`config.mk`:
```
export PLATFORM = sky130hd
export DESIGN_NAME = ps2_keycode_flat
export DESIGN_NICKNAME = d
export VERILOG_FILES = /design/src/rtl/ps2_keycode_pkg.sv /design/src/rtl/ps2_keycode_if.sv /design/src/rtl/ps2_keycode_rx.sv /design/src/rtl/ps2_keycode.sv /design/src/flat_wrapper.sv
export SDC_FILE = /design/constraint.sdc
export NUM_CORES = 1
export LEC_CHECK = 0
export ABC_CLOCK_PERIOD_IN_PS = 5700
export BUFFER_PORTS_ARGS = -buffer_cell sky130_fd_sc_hd__buf_2
export CAP_MARGIN = 20
export CORE_MARGIN = 2
export CORE_UTILIZATION = 40
export DETAILED_ROUTE_END_ITERATION = 16
export PLACE_DENSITY_LB_ADDON = 0.3
export SLEW_MARGIN = 10
export SYNTH_ARGS = -nofsm -noshare
export SYNTH_HDL_FRONTEND = slang
export SYNTH_SLANG_ARGS = --single-unit
```
`constraint.sdc`:
```
create_clock -name Clk -period 5.7 [get_ports Clk]
set_input_delay 0.285 -clock Clk [delete_from_list [all_inputs] [get_ports Clk]]
set_output_delay 0.285 -clock Clk [all_outputs]
set_load 0.01 [all_outputs]
```
`src/rtl/ps2_keycode_pkg.sv`:
```
// ps2_keycode_pkg: shared state enums, scan-code/keycode constants and the set-2 -> HID translation.
//   rx_state_t  : receiver FSM states (one per bit class)
//   dec_state_t : prefix decoder states
//   map_t       : translation result {hit, code}
//   map_code    : (extended prefix seen, set-2 byte) -> map_t
package ps2_keycode_pkg;

    typedef enum logic [1:0] {RX_IDLE, RX_DATA, RX_PARITY, RX_STOP} rx_state_t;
    typedef enum logic [1:0] {D_BASE, D_EXT, D_BRK, D_EXT_BRK} dec_state_t;

    localparam logic [7:0] SC_EXT   = 8'hE0;
    localparam logic [7:0] SC_BRK   = 8'hF0;
    localparam logic [7:0] SC_UP    = 8'h75;
    localparam logic [7:0] SC_DOWN  = 8'h72;
    localparam logic [7:0] SC_RIGHT = 8'h74;
    localparam logic [7:0] SC_LEFT  = 8'h6B;
    localparam logic [7:0] SC_W     = 8'h1D;
    localparam logic [7:0] SC_A     = 8'h1C;
    localparam logic [7:0] SC_S     = 8'h1B;
    localparam logic [7:0] SC_D     = 8'h23;
    localparam logic [7:0] SC_SPACE = 8'h29;
    localparam logic [7:0] SC_ENTER = 8'h5A;

    localparam logic [15:0] KEY_NONE  = 16'h0000;
    localparam logic [15:0] KEY_UP    = 16'h0052;
    localparam logic [15:0] KEY_DOWN  = 16'h0051;
    localparam logic [15:0] KEY_RIGHT = 16'h004F;
    localparam logic [15:0] KEY_LEFT  = 16'h0050;
    localparam logic [15:0] KEY_W     = 16'h001A;
    localparam logic [15:0] KEY_A     = 16'h0004;
    localparam logic [15:0] KEY_S     = 16'h0016;
    localparam logic [15:0] KEY_D     = 16'h0007;
    localparam logic [15:0] KEY_SPACE = 16'h002C;
    localparam logic [15:0] KEY_ENTER = 16'h0028;

    typedef struct packed {
        logic        hit;
        logic [15:0] code;
    } map_t;

    function automatic map_t map_code(input logic ext, input logic [7:0] sc);
        map_t m;
        m = '{hit: 1'b1, code: KEY_NONE};
        if (ext) begin
            case (sc)
                SC_UP:    m.code = KEY_UP;
                SC_DOWN:  m.code = KEY_DOWN;
                SC_RIGHT: m.code = KEY_RIGHT;
                SC_LEFT:  m.code = KEY_LEFT;
                default:  m.hit  = 1'b0;
            endcase
        end else begin
            case (sc)
                SC_W:     m.code = KEY_W;
                SC_A:     m.code = KEY_A;
                SC_S:     m.code = KEY_S;
                SC_D:     m.code = KEY_D;
                SC_SPACE: m.code = KEY_SPACE;
                SC_ENTER: m.code = KEY_ENTER;
                default:  m.hit  = 1'b0;
            endcase
        end
        return m;
    endfunction

endpackage

```
`src/rtl/ps2_keycode_if.sv`:
```
// ps2_keycode_if: keyboard pins plus keycode outputs.
//   PS2_Clk, PS2_Data : keyboard clock/data pins (driven by master)
//   CodeKey           : current keycode, 0x0000 when no mapped key held
//   KeyValid          : one-cycle pulse when CodeKey changes
//   FrameErr          : one-cycle pulse on a bad or aborted frame
//   master = keyboard/consumer side, slave = decoder
interface ps2_keycode_if;
    logic        PS2_Clk;
    logic        PS2_Data;
    logic [15:0] CodeKey;
    logic        KeyValid;
    logic        FrameErr;

    modport master (output PS2_Clk, PS2_Data, input CodeKey, KeyValid, FrameErr);
    modport slave  (input PS2_Clk, PS2_Data, output CodeKey, KeyValid, FrameErr);
endinterface

```
`src/rtl/ps2_keycode_rx.sv`:
```
// ps2_keycode_rx: PS/2 frame receiver with input synchronizers, falling-edge detect and timeout.
//   Clk, Reset_n : system clock, async active-low reset
//   PS2_Clk/Data : asynchronous keyboard pins
//   rx_byte      : received byte, valid while byte_stb is high
//   byte_stb     : one-cycle pulse, cycle after the stop-bit edge of a good frame
//   frame_err    : one-cycle pulse on start/parity/stop error or timeout
module ps2_keycode_rx
    import ps2_keycode_pkg::*;
#(
    parameter int TIMEOUT_CYCLES = 50000,
    parameter int SYNC_STAGES    = 2
) (
    input  logic       Clk,
    input  logic       Reset_n,
    input  logic       PS2_Clk,
    input  logic       PS2_Data,
    output logic [7:0] rx_byte,
    output logic       byte_stb,
    output logic       frame_err
);

    localparam int TW = $clog2(TIMEOUT_CYCLES + 1);
    localparam logic [TW-1:0] TMO_MAX = TW'(TIMEOUT_CYCLES);

    logic [SYNC_STAGES-1:0] ck_sync, d_sync;
    logic                   ck_prev;
    rx_state_t              state;
    logic [3:0]             cnt;
    logic                   par;
    logic [TW-1:0]          tmo;

    wire ck_s = ck_sync[SYNC_STAGES-1];
    wire d_s  = d_sync[SYNC_STAGES-1];
    wire fall = ck_prev & ~ck_s;

    always_ff @(posedge Clk or negedge Reset_n) begin
        if (!Reset_n) begin
            ck_sync   <= '1;
            d_sync    <= '1;
            ck_prev   <= 1'b1;
            state     <= RX_IDLE;
            cnt       <= '0;
            par       <= 1'b0;
            rx_byte   <= '0;
            tmo       <= '0;
            byte_stb  <= 1'b0;
            frame_err <= 1'b0;
        end else begin
            ck_sync   <= {ck_sync[SYNC_STAGES-2:0], PS2_Clk};
            d_sync    <= {d_sync[SYNC_STAGES-2:0], PS2_Data};
            ck_prev   <= ck_s;
            byte_stb  <= 1'b0;
            frame_err <= 1'b0;
            // Timeout wins over a coincident edge: the frame is already stale.
            if (state != RX_IDLE && tmo == TMO_MAX) begin
                frame_err <= 1'b1;
                state     <= RX_IDLE;
                tmo       <= '0;
            end else if (fall) begin
                tmo <= '0;
                case (state)
                    RX_IDLE: begin
                        if (d_s) begin
                            frame_err <= 1'b1;
                        end else begin
                            state <= RX_DATA;
                            cnt   <= '0;
                        end
                    end
                    RX_DATA: begin
                        rx_byte <= {d_s, rx_byte[7:1]};
                        cnt     <= cnt + 4'd1;
                        if (cnt == 4'd7) state <= RX_PARITY;
                    end
                    RX_PARITY: begin
                        par   <= d_s;
                        state <= RX_STOP;
                    end
                    RX_STOP: begin
                        // Odd parity: data bits plus parity bit must XOR to 1.
                        if (d_s && (^{rx_byte, par})) byte_stb <= 1'b1;
                        else frame_err <= 1'b1;
                        state <= RX_IDLE;
                    end
                endcase
            end else if (state != RX_IDLE) begin
                tmo <= tmo + 1'b1;
            end
        end
    end

endmodule

```
`src/rtl/ps2_keycode.sv`:
```
// ps2_keycode: PS/2 set-2 keyboard to HID keycode for the ball logic.
//   Clk, Reset_n : 50 MHz system clock, async active-low reset
//   bus.PS2_Clk/PS2_Data : keyboard pins
//   bus.CodeKey  : currently held mapped key, 0x0000 when none
//   bus.KeyValid : one-cycle pulse when CodeKey changes
//   bus.FrameErr : one-cycle pulse on a bad or aborted frame
module ps2_keycode
    import ps2_keycode_pkg::*;
#(
    parameter int TIMEOUT_CYCLES = 50000,
    parameter int SYNC_STAGES    = 2
) (
    input logic          Clk,
    input logic          Reset_n,
    ps2_keycode_if.slave bus
);

    logic [7:0]  rx_byte;
    logic        byte_stb;
    logic        frame_err;
    dec_state_t  dstate;
    logic [15:0] code;
    logic        key_valid;

    ps2_keycode_rx #(
        .TIMEOUT_CYCLES(TIMEOUT_CYCLES),
        .SYNC_STAGES   (SYNC_STAGES)
    ) u_rx (
        .Clk      (Clk),
        .Reset_n  (Reset_n),
        .PS2_Clk  (bus.PS2_Clk),
        .PS2_Data (bus.PS2_Data),
        .rx_byte  (rx_byte),
        .byte_stb (byte_stb),
        .frame_err(frame_err)
    );

    wire  ext = (dstate == D_EXT) || (dstate == D_EXT_BRK);
    wire  brk = (dstate == D_BRK) || (dstate == D_EXT_BRK);
    map_t m;

    always_comb m = map_code(ext, rx_byte);

    // Prefix bytes never map, so only the state update needs to know about them.
    always_ff @(posedge Clk or negedge Reset_n) begin
        if (!Reset_n) begin
            dstate    <= D_BASE;
            code      <= KEY_NONE;
            key_valid <= 1'b0;
        end else begin
            key_valid <= 1'b0;
            if (byte_stb) begin
                case (dstate)
                    D_BASE:  dstate <= (rx_byte == SC_EXT) ? D_EXT : (rx_byte == SC_BRK) ? D_BRK : D_BASE;
                    D_EXT:   dstate <= (rx_byte == SC_BRK) ? D_EXT_BRK : (rx_byte == SC_EXT) ? D_EXT : D_BASE;
                    default: dstate <= D_BASE;
                endcase
                if (m.hit && !brk && m.code != code) begin
                    code      <= m.code;
                    key_valid <= 1'b1;
                end
                if (m.hit && brk && m.code == code) begin
                    code      <= KEY_NONE;
                    key_valid <= 1'b1;
                end
            end
        end
    end

    assign bus.CodeKey  = code;
    assign bus.KeyValid = key_valid;
    assign bus.FrameErr = frame_err;

endmodule

```
`src/flat_wrapper.sv`:
```
// flat-port wrapper written by rule: the top's interface ports become plain ports
module ps2_keycode_flat import ps2_keycode_pkg::*;
#(
    parameter int TIMEOUT_CYCLES = 50000,
    parameter int SYNC_STAGES    = 2
)
  (Clk, Reset_n, bus_PS2_Clk, bus_PS2_Data, bus_CodeKey, bus_KeyValid, bus_FrameErr);
  ps2_keycode_if bus_i ();
  input logic Clk;
  input logic Reset_n;
  input wire logic [$bits(bus_i.PS2_Clk)-1:0] bus_PS2_Clk;
  input wire logic [$bits(bus_i.PS2_Data)-1:0] bus_PS2_Data;
  output wire logic [$bits(bus_i.CodeKey)-1:0] bus_CodeKey;
  output wire logic [$bits(bus_i.KeyValid)-1:0] bus_KeyValid;
  output wire logic [$bits(bus_i.FrameErr)-1:0] bus_FrameErr;
  assign bus_i.PS2_Clk = bus_PS2_Clk;
  assign bus_i.PS2_Data = bus_PS2_Data;
  assign bus_CodeKey = bus_i.CodeKey;
  assign bus_KeyValid = bus_i.KeyValid;
  assign bus_FrameErr = bus_i.FrameErr;
  ps2_keycode #(.TIMEOUT_CYCLES(TIMEOUT_CYCLES), .SYNC_STAGES(SYNC_STAGES)) u_core (.Clk(Clk), .Reset_n(Reset_n), .bus(bus_i));
endmodule
```
==> reports/metrics.csv, run 1 <==
stage,metric,value,unit
logic_synthesis,top cell type's share of synthesized area,0.346,
global_routing,total congestion overflow,0,
power_and_ir_drop,sw frac,0.381,
clock_network,Root Driver,clkbuf_8,
logic_synthesis,Mapped Cells,340,
global_routing,pin count of the biggest net entering global routing,49,
logic_synthesis,"Top FF cell, synth",dfrtp_1,
finish,share of cells above drive strength 1,0.119,
clock_network,H-tree depth,2,
logic_synthesis,synthesized area,3110,sq um
logic_synthesis,synth unique cells,64,
power_and_ir_drop,internal power,0.787,mW
global_routing,initial antenna violation count,0,
status,status,finished clean,
finish,footprint of the multi-input gates,1730,sq um
logic_synthesis,proportion of synthesized chip area in sequential cells,0.388,
floorplanning,Initial Util,0.407,
finish,P&R area growth vs syn,6.64,%
sta,clock period minus worst slack,3.13,ns
sta,fmax,319,MHz
sta,worst clock skew,0.0123,ns
power_and_ir_drop,leakage,1.39,nW
worst_setup_path,CP required,5.89,ns
logic_synthesis,Mapped Avg Cell Area,9.14,sq um
clock_network,CTS tree,yes,
drt,WL final,6030,um
place,gp weighted congestion,0.859,
finish,"Core Util, Final",0.434,
place,placed inst area,3190,sq um
clock_network,Clock Tree Buf Depth,2,
clock_network,postcts setup bufs,0,
global_routing,global-route wire length before repair,10700,um
floorplanning,core box area,7650,sq um
power_and_ir_drop,Worst VDD drop,0.194,mV
logic_synthesis,Post-synth ARST share,1.00,
logic_synthesis,"FF+latch count, synth",48,
worst_setup_path,CP Capture Type,register,
floorplanning,Rows,32,
floorplanning,Horiz. Die Dim,92.2,um
global_routing,gr usage total,0.154,
logic_synthesis,Post-synth EDFFs,0,
clock_network,Clock transition at path regs,0.09,ns
sta,Final Cycle Share,0.549,
sta,"Setup violations, final",0,
sta,PnR worst setup slack,2.57,ns
finish,fin area,3320,sq um
clock_network,Post-CTS Resized,0,
clock_network,CTS Buf Count,5,
drt,DR vias/cell,5.40,
place,Port Buffers,12,
drt,antenna-violating nets left,0,
place,Post-DP HPWL,4310,um
power_and_ir_drop,Psw,0.485,mW
run,max-cap violations,0,
sta,endpoints failing hold,0,
finish,nets,354,
sta,Fin Setup TNS,0,ns
power_and_ir_drop,Power Density,384,nW/um^2
floorplanning,die height,92.2,um
logic_synthesis,"area leader, netlist",dfrtp_1,
finish,Storage cell area,1210,sq um
finish,fill cell count,775,
worst_setup_path,startpoint types,register,
finish,"commonest non-fill, non-tap cell in the layout",dfrtp_1,
sta,unrepaired setup endpoints after global routing,no,
sta,slew of the pin with the lowest slew margin,0.600,ns
logic_synthesis,synthesis warning total,0,
finish,ANT cells,0,
floorplanning,Die Area,8490,sq um
global_routing,vias in the first global route,2279,
clock_network,Skew-Pair Late Insertion Delay,0.30,ns
drt,Routed WL per cell,13.5,um
sta,relative slew slack,0.600,
worst_setup_path,"critical path fanouts, max",13,
min_path,Hold Path Class,primary input to asynchronous set/reset pin,
worst_setup_path,crit path DAT,3.32,ns
logic_synthesis,Area contributors post-synth,"dfrtp_1 35%, dfstp_2 4.2%, xnor2_1 3.9%, nand2_1 3.9%, mux2_2 2.9%",
power_and_ir_drop,Total Power,1.27,mW
worst_setup_path,FF-to-FF setup slack,2.57,ns
finish,most frequent cells in the layout,"43 x dfrtp_1, 32 x nand2_1, 24 x nor2_1, 17 x a21oi_1",
power_and_ir_drop,Comb power frac,0.366,
power_and_ir_drop,clock share of power,0.201,
floorplanning,I/O pins,22,
drt,DR iter-0 viols,130,
clock_network,clk sinks,48,
worst_setup_path,kind of critical path,register to register,
power_and_ir_drop,Seq pwr share,0.433,
clock_network,"Hold-fix buffers, CTS",0,
place,dpl ws,2.59,ns
drt,via count,2409,
drt,# DRC,0,
sta,Final Slew Violations,0,
drt,Detailed Routing Iterations Pass 1,4,
-- per-layer routing --
layer / global-route usage / up-vias / wire length (um)
li1: - / 1220 / -
met1: 0.217 / 1141 / 3040
met5: 0 / - / 0
met4: 0.0386 / 0 / 75
met2: 0.245 / 40 / 2750
met3: 0.0271 / 8 / 169
-- synth_stat cells (all sizes together) (3+ instances only) --
cell type  count
a211oi         3
nand4          5
o21ai         10
xor2           9
a22o           3
nand2b         7
o221ai         3
mux2i          4
and3           9
o211ai         3
nor2          25
dfrtp         43
nor4b          3
a21oi         17
ha             7
nor3          11
xnor2         14
clkbuf         7
nor3b          4
nand3         15
nor4bb         3
dfstp          5
a221o          3
inv           15
or3            6
buf           18
nor4           7
nand2         32
mux2           8
-- stage by stage --
| stage | std cells | hold slack, ns |
|---|---|---|
| 2_1_floorplan | 348 | -0.0106 |
| 3_3_place_gp | 438 | 0.346 |
| 3_5_place_dp | 438 | 0.347 |
| 4_1_cts | 446 | 0.0654 |
| 5_1_grt | 446 | 0.0538 |
| 6_report | 446 | 0.0762 |
-- flip-flops by register name (all words and copies together) (netlist names), 2 cells and up --
register / flops
u_core.u_rx.tmo: 16
u_core.u_rx.state: 2
u_core.bus.CodeKey: 7
u_core.u_rx.rx_byte: 8
u_core.u_rx.d_sync: 2
u_core.u_rx.cnt: 4
u_core.dstate: 2
u_core.u_rx.ck_sync: 2
-- kinds of logic after synthesis --
family                     count (synthesis)  synth area share
and+or+nand+nor                          145             0.268
AOI/OAI and AO/OA                         63             0.144
xor gates and xnor gates                  23            0.0648
adders and majority gates                  7            0.0282
buffers and inverters                     41            0.0644
other                                      1           0.00121
DFF                                       48             0.388
muxes                                     12            0.0419
-- power groups by stage --
| stage | registers [mW] | logic [mW] | clock network, mW |
|---|---|---|---|
| after floorplan | 0.477 | 0.454 | 0 |
| after global placement | 0.551 | 0.462 | 0 |
| after detailed placement | 0.555 | 0.468 | 0 |
| after CTS | 0.548 | 0.472 | 0.265 |
| after global routing | 0.570 | 0.532 | 0.282 |
| final | 0.550 | 0.466 | 0.256 |
-- worst max-delay path: stages (launching register included) --
cell and delay (ns):
dfrtp_1 0.56, or3b_4 0.45, nor4_4 0.34, a21oi_1 0.13, or4b_1 0.48, and3_4 0.19, nor2_2 0.44, mux2i_1 0.14
a211o_1 0.28
-- path summary, 6_finish.rpt --
path,from,endpoint,depth (start not counted)
worst max register to register,u_core.u_rx.rx_byte[3]$_DFFE_PN0P_,u_core.bus.CodeKey[3]$_DFFE_PN0P_,8
worst min-delay path,Reset_n,u_core.u_rx.tmo[15]$_DFFE_PN0P_,2
min in group Clk,bus_PS2_Clk,u_core.u_rx.ck_sync[0]$_DFF_PN1_,1
worst min register to register,u_core.u_rx.d_sync[0]$_DFF_PN1_,u_core.u_rx.d_sync[1]$_DFF_PN1_,0
max in group asynchronous,Reset_n,u_core.u_rx.byte_stb$_DFF_PN0_,2
worst max-delay path,u_core.u_rx.rx_byte[3]$_DFFE_PN0P_,u_core.bus.CodeKey[3]$_DFFE_PN0P_,8
-- final cells by class --
cell class | instances | share of cell area
repair buffers | 13 | 0.0204
multi-input cells | 259 | 0.522
clock inverters | 2 | 0.0117
well taps | 102 | 0.0385
inverters | 16 | 0.0181
clock buffers | 6 | 0.0249
flip-flops and latches | 48 | 0.364
Note: power is estimated with default switching activity, not from simulation.
==> run 2, diff against run 1 <==
Settings changed: ABC_CLOCK_PERIOD_IN_PS 5700 to 2900.
Clock period 5.7 ns to 2.9 ns, I/O delays scaled along.
==> reports/metrics.csv, run 2 (synthesis gave the netlist of run 1 again) <==
stage,metric,value,unit
finish,share of cells above drive strength 1,0.198,
worst_setup_path,kind of critical path,register to register,
sta,relative slew slack,0.540,
clock_network,clk sinks,48,
drt,DR vias/cell,5.45,
clock_network,Skew-Pair Late Insertion Delay,0.30,ns
finish,max reg flops,16,
finish,"commonest non-fill, non-tap cell in the layout",dfrtp_1,
min_path,Hold Path Class,register to register,
finish,most frequent cells in the layout,"41 x dfrtp_1, 32 x nand2_1, 28 x buf_4, 24 x nor2_1, 16 x a21oi_1",
sta,Final Slew Violations,0,
power_and_ir_drop,internal power,1.58,mW
finish,register bank with the most flops,u_core.u_rx.tmo,
worst_setup_path,"critical path fanouts, max",8,
finish,nets,384,
power_and_ir_drop,Power Density,726,nW/um^2
clock_network,Clock Tree Buf Depth,2,
worst_setup_path,FF-to-FF setup slack,0.08,ns
worst_setup_path,CP required,3.09,ns
worst_setup_path,CP Capture Type,register,
drt,# DRC,0,
sta,worst clock skew,0.0160,ns
floorplanning,Initial Util,0.407,
clock_network,Clock transition at path regs,0.10,ns
drt,via count,2593,
drt,antenna-violating nets left,0,
min_path,startpoint of the worst hold path,u_core.u_rx.d_sync[0]$_DFF_PN1_,
global_routing,global-route wire length before repair,11200,um
power_and_ir_drop,Total Power,2.58,mW
worst_setup_path,crit path DAT,3.01,ns
sta,Final Cycle Share,0.973,
sta,"Setup violations, final",0,
worst_setup_path,startpoint types,register,
sta,slew of the pin with the lowest slew margin,0.690,ns
drt,Detailed Routing Iterations Pass 1,4,
sta,endpoints failing hold,0,
global_routing,pin count of the biggest net entering global routing,30,
power_and_ir_drop,Worst VDD drop,0.396,mV
drt,WL final,6770,um
floorplanning,I/O pins,22,
min_path,hold-critical path depth,0,
floorplanning,die height,92.2,um
place,Port Buffers,12,
worst_setup_path,FF-to-FF Start,u_core.u_rx.rx_byte[3]$_DFFE_PN0P_,
power_and_ir_drop,leakage,1.52,nW
worst_setup_path,FF-to-FF End,u_core.bus.CodeKey[2]$_DFFE_PN0P_,
place,Post-DP HPWL,4910,um
clock_network,CTS Buf Count,5,
global_routing,vias in the first global route,2394,
clock_network,CTS tree,yes,
drt,DR iter-0 viols,123,
worst_setup_path,Register-to-Register Path Depth,10,
sta,clock period minus worst slack,2.82,ns
drt,Routed WL per cell,14.2,um
floorplanning,core box area,7650,sq um
place,placed inst area,3340,sq um
clock_network,Root Driver,clkbuf_8,
finish,P&R area growth vs syn,14.6,%
power_and_ir_drop,clock share of power,0.160,
floorplanning,Die Area,8490,sq um
power_and_ir_drop,sw frac,0.388,
sta,hold slack,0.360,ns
finish,fin area,3560,sq um
finish,ANT cells,0,
sta,Fin Setup TNS,0,ns
floorplanning,Rows,32,
global_routing,gr usage total,0.161,
min_path,Min-Delay Endpoint,u_core.u_rx.d_sync[1]$_DFF_PN1_,
power_and_ir_drop,Seq pwr share,0.398,
finish,"Core Util, Final",0.466,
run,max-cap violations,0,
status,status,finished clean,
clock_network,H-tree depth,2,
sta,fmax,354,MHz
power_and_ir_drop,Psw,1.00,mW
global_routing,total congestion overflow,0,
global_routing,initial antenna violation count,0,
power_and_ir_drop,Comb power frac,0.442,
floorplanning,Horiz. Die Dim,92.2,um
place,gp weighted congestion,0.836,
==> run 2: stage by stage <==
stage / setup slack (ns) / instances
finish: 0.0784 / 476
detailed placement: 0.0589 / 458
global placement: 0.0784 / 458
global route: -0.0212 / 476
floorplan: 0.159 / 348
CTS: 0.0553 / 469
==> run 2: how the worst max path moves through the flow <==
stage                                             from                                 to  slack (ns)  depth (start not counted)
floorplan           u_core.u_rx.rx_byte[2]$_DFFE_PN0P_  u_core.bus.CodeKey[2]$_DFFE_PN0P_        0.16                          8
global placement    u_core.u_rx.rx_byte[7]$_DFFE_PN0P_  u_core.bus.CodeKey[2]$_DFFE_PN0P_        0.08                          9
detailed placement  u_core.u_rx.rx_byte[2]$_DFFE_PN0P_  u_core.bus.CodeKey[2]$_DFFE_PN0P_        0.06                          9
CTS                 u_core.u_rx.rx_byte[7]$_DFFE_PN0P_  u_core.bus.CodeKey[2]$_DFFE_PN0P_        0.06                          9
global route        u_core.u_rx.rx_byte[2]$_DFFE_PN0P_  u_core.bus.CodeKey[2]$_DFFE_PN0P_       -0.02                          9
finish              u_core.u_rx.rx_byte[3]$_DFFE_PN0P_  u_core.bus.CodeKey[2]$_DFFE_PN0P_        0.08                         10
==> run 2: critical path: stages, from the launching register on <==
cell and delay (ns):
dfrtp_1 0.41, buf_4 0.18, and4bb_2 0.25, buf_4 0.13, o211a_1 0.16, nor4_1 0.26, o211ai_1 0.12, a2111o_1 0.41
or2_4 0.26, and3_1 0.17, or3_1 0.35
==> run 2: power by group through the flow <==
stage / Combinational (mW) / Sequential [mW] / Clock (mW)
2_1_floorplan: 0.893 / 0.938 / 0
3_3_place_gp: 1.09 / 1.02 / 0
3_5_place_dp: 1.10 / 1.03 / 0
4_1_cts: 1.11 / 1.02 / 0.436
5_1_grt: 1.27 / 1.06 / 0.460
6_report: 1.14 / 1.03 / 0.412
==> run 2: what timing repair did <==
action | in CTS | in global routing
resized for setup | 0 | 9
endpoints found under the hold margin | 30 | 0
hold buffers | 3 | 0
endpoints found under the setup margin | 0 | 3
buffers inserted | 0 | 7
==> run 2: cell type report <==
cell class | instances | area, sq um
well taps | 102 | 128
clock inverters | 1 | 7.51
inverters | 16 | 60.1
flip-flops and latches | 48 | 1210
clock buffers | 7 | 86.3
repair buffers | 43 | 300
fillers | 736 | 4090
multi-input cells | 259 | 1770
==> run 2: metal layers <==
metal	share of wire	vias to the layer above	GRT usage	wire, um
met5	0	-	0	0
li1	-	1275	-	-
met4	0.0087	0	0.0423	59
met2	0.51	55	0.285	3460
met1	0.45	1255	0.203	3020
met3	0.034	8	0.0271	228
==> run 3, diff against run 2 <==
Settings changed: SYNTH_HIERARCHICAL set to 1.
==> reports/metrics.csv, run 3 <==
stage,metric,value,unit
power_and_ir_drop,Power Density,699,nW/um^2
clock_network,Skew-Pair Late Insertion Delay,0.30,ns
worst_setup_path,FF-to-FF Start,u_core/u_rx/rx_byte[0]$_DFFE_PN0P_,
sta,unrepaired setup endpoints after global routing,no,
power_and_ir_drop,leakage,1.52,nW
logic_synthesis,Mapped Avg Cell Area,9.57,sq um
clock_network,clk sinks,48,
global_routing,gr usage total,0.172,
drt,DR vias/cell,5.73,
sta,endpoints failing hold,0,
worst_setup_path,slowest CP cell,dfrtp_1,
drt,via count,2701,
place,Port Buffers,12,
place,placed inst area,3500,sq um
floorplanning,Horiz. Die Dim,94.7,um
worst_setup_path,cell family with most CP delay,compound AO/OA/AOI/OAI gates,
clock_network,Clock transition at path regs,0.10,ns
global_routing,vias in the first global route,2637,
finish,share of cells above drive strength 1,0.180,
finish,ANT cells,0,
place,gp weighted congestion,0.883,
logic_synthesis,synthesized area,3290,sq um
sta,"Setup violations, final",0,
sta,PnR worst setup slack,0.134,ns
drt,DR iter-0 viols,78,
finish,max reg flops,16,
worst_setup_path,CP Capture Type,register,
floorplanning,Initial Util,0.407,
global_routing,initial antenna violation count,0,
finish,"Core Util, Final",0.448,
finish,"commonest non-fill, non-tap cell in the layout",dfrtp_1,
worst_setup_path,WP buf/inv,2,
clock_network,CTS Buf Count,5,
sta,Fin Setup TNS,0,ns
finish,fill cell count,796,
place,dpl ws,0.106,ns
sta,worst clock skew,0.0144,ns
finish,most frequent cells in the layout,"43 x dfrtp_1, 28 x nand2_1, 21 x a21oi_1, 15 x inv_1, 15 x buf_4",
clock_network,Clock Tree Buf Depth,2,
logic_synthesis,Post-synth ARST share,1.00,
logic_synthesis,Synth top cells by count,"43 x dfrtp_1, 28 x nand2_1, 21 x a21oi_1, 15 x inv_1, 14 x nand3_1",
place,Post-DP HPWL,5140,um
worst_setup_path,crit path DAT,2.96,ns
clock_network,H-tree depth,2,
run,max-cap violations,0,
finish,footprint of the multi-input gates,1920,sq um
logic_synthesis,Area contributors post-synth,"dfrtp_1 33%, dfstp_2 4.0%, a21oi_1 3.2%, nand2_1 3.2%, mux2_1 3.1%",
global_routing,global-route wire length before repair,12400,um
sta,clock period minus worst slack,2.77,ns
worst_setup_path,crit-path cells,buf_4 -> and3b_2 -> o211ai_1 -> o21ai_0 -> a21oi_1 -> xnor2_1 -> nor4_4 -> buf_12 -> and3_2 -> a211o_1,
logic_synthesis,"FF+latch count, synth",48,
sta,Final Slew Violations,0,
clock_network,Root Driver,clkbuf_8,
floorplanning,Rows,33,
drt,WL final,7300,um
logic_synthesis,"area leader, netlist",dfrtp_1,
logic_synthesis,Mapped Cells,344,
drt,Detailed Routing Iterations Pass 1,4,
logic_synthesis,"Top FF cell, synth",dfrtp_1,
min_path,startpoint of the worst hold path,u_core/u_rx/ck_sync[0]$_DFF_PN1_,
worst_setup_path,worst setup path start,u_core/u_rx/rx_byte[0]$_DFFE_PN0P_,
sta,relative slew slack,0.423,
finish,P&R area growth vs syn,10.2,%
clock_network,CTS tree,yes,
finish,Storage cell area,1210,sq um
power_and_ir_drop,Total Power,2.54,mW
floorplanning,Die Area,8970,sq um
drt,# DRC,0,
worst_setup_path,startpoint types,register,
floorplanning,die height,94.7,um
worst_setup_path,kind of critical path,register to register,
logic_synthesis,top-count cell post-synth,dfrtp_1,
logic_synthesis,Post-synth EDFFs,0,
floorplanning,core box area,8090,sq um
clock_network,postcts setup bufs,0,
sta,Final Cycle Share,0.954,
logic_synthesis,synth unique cells,73,
worst_setup_path,"critical path fanouts, max",15,
worst_setup_path,CP peak stage delay,0.46,ns
finish,fin area,3630,sq um
drt,Routed WL per cell,15.5,um
sta,fmax,362,MHz
min_path,Hold Path Class,register to register,
global_routing,total congestion overflow,0,
finish,register bank with the most flops,u_core/u_rx/tmo,
drt,antenna-violating nets left,0,
power_and_ir_drop,Worst VDD drop,0.397,mV
finish,nets,377,
status,status,finished clean,
logic_synthesis,synthesis warning total,6,
floorplanning,I/O pins,22,
logic_synthesis,top cell type's share of synthesized area,0.327,
logic_synthesis,proportion of synthesized chip area in sequential cells,0.367,
global_routing,pin count of the biggest net entering global routing,27,
worst_setup_path,CP required,3.10,ns
sta,slew of the pin with the lowest slew margin,0.865,ns
run 3: changes by cell type in the layout (fill, tap and decap cells not counted), moves of 5 or more:
cell	delta
a211o_1	+6
a21oi_1	+5
a21oi_2	+6
and3_1	-5
and3_2	+5
buf_4	-13
mux2_1	+9
mux2_2	-7
nor2_1	-11
nor2b_1	+7
nor3_1	-5
o21ai_0	-5
xnor2_1	-5
run 3: area by class of cell:
type / instances / area share
inverters: 15 / 0.0155
clock inverters: 1 / 0.00207
repair buffers: 31 / 0.0614
clock buffers: 7 / 0.0238
flip-flops and latches: 48 / 0.333
multi-input cells: 264 / 0.528
well taps: 105 / 0.0362
run 3: final timing paths:
| check | endpoint | slack [ns] | depth (start not counted) |
|---|---|---|---|
| max | u_core/bus.CodeKey[5]$_DFFE_PN0P_ | 0.13 | 10 |
| min | u_core/u_rx/ck_sync[1]$_DFF_PN1_ | 0.36 | 0 |
| max reg2reg | u_core/bus.CodeKey[5]$_DFFE_PN0P_ | 0.13 | 10 |
| min reg2reg | u_core/u_rx/ck_sync[1]$_DFF_PN1_ | 0.36 | 0 |
| max in group asynchronous | u_core/dstate[0]$_DFFE_PN0P_ | 1.78 | 3 |
| min in group asynchronous | u_core/u_rx/state[1]$_DFFE_PN0P_ | 0.38 | 2 |
run 3: repair_timing:
item,in CTS,in global routing
setup endpoints to repair,0,8
hold buffers,3,0
endpoints found under the hold margin,22,0
gates resized for setup,0,1
run 3: per-stage QoR:
| stage | hold WS [ns] | std cells |
|---|---|---|
| CTS | 0.363 | 471 |
| global route | 0.365 | 471 |
| floorplan | -0.151 | 352 |
| finish | 0.360 | 471 |
| detailed placement | 0.184 | 460 |
| global placement | 0.178 | 460 |
run 3: layer usage:
metal	vias to the layer above	wire (um)	GRT usage
met5	-	0	0
met4	0	189	0.0749
met3	15	248	0.0255
met2	63	3480	0.284
met1	1310	3390	0.224
li1	1313	-	-
run 3: report_power, final:
part	leakage [nW]	internal, mW	switching [mW]
clock	0.0445	0.194	0.228
combinational	0.853	0.555	0.606
sequential	0.626	0.786	0.167
total	1.52	1.53	1.00
run 3: kinds of logic after synthesis:
logic type               after synthesis  synth area share
AND/OR/NAND/NOR                      135             0.258
AO/OA/AOI/OAI                         82             0.189
flip-flops                            48             0.367
buffers and inverters                 40            0.0623
XOR/XNOR                              16            0.0468
multiplexers                          14            0.0464
adder cells (fa/ha/maj)                8            0.0304
other                                  1           0.00114
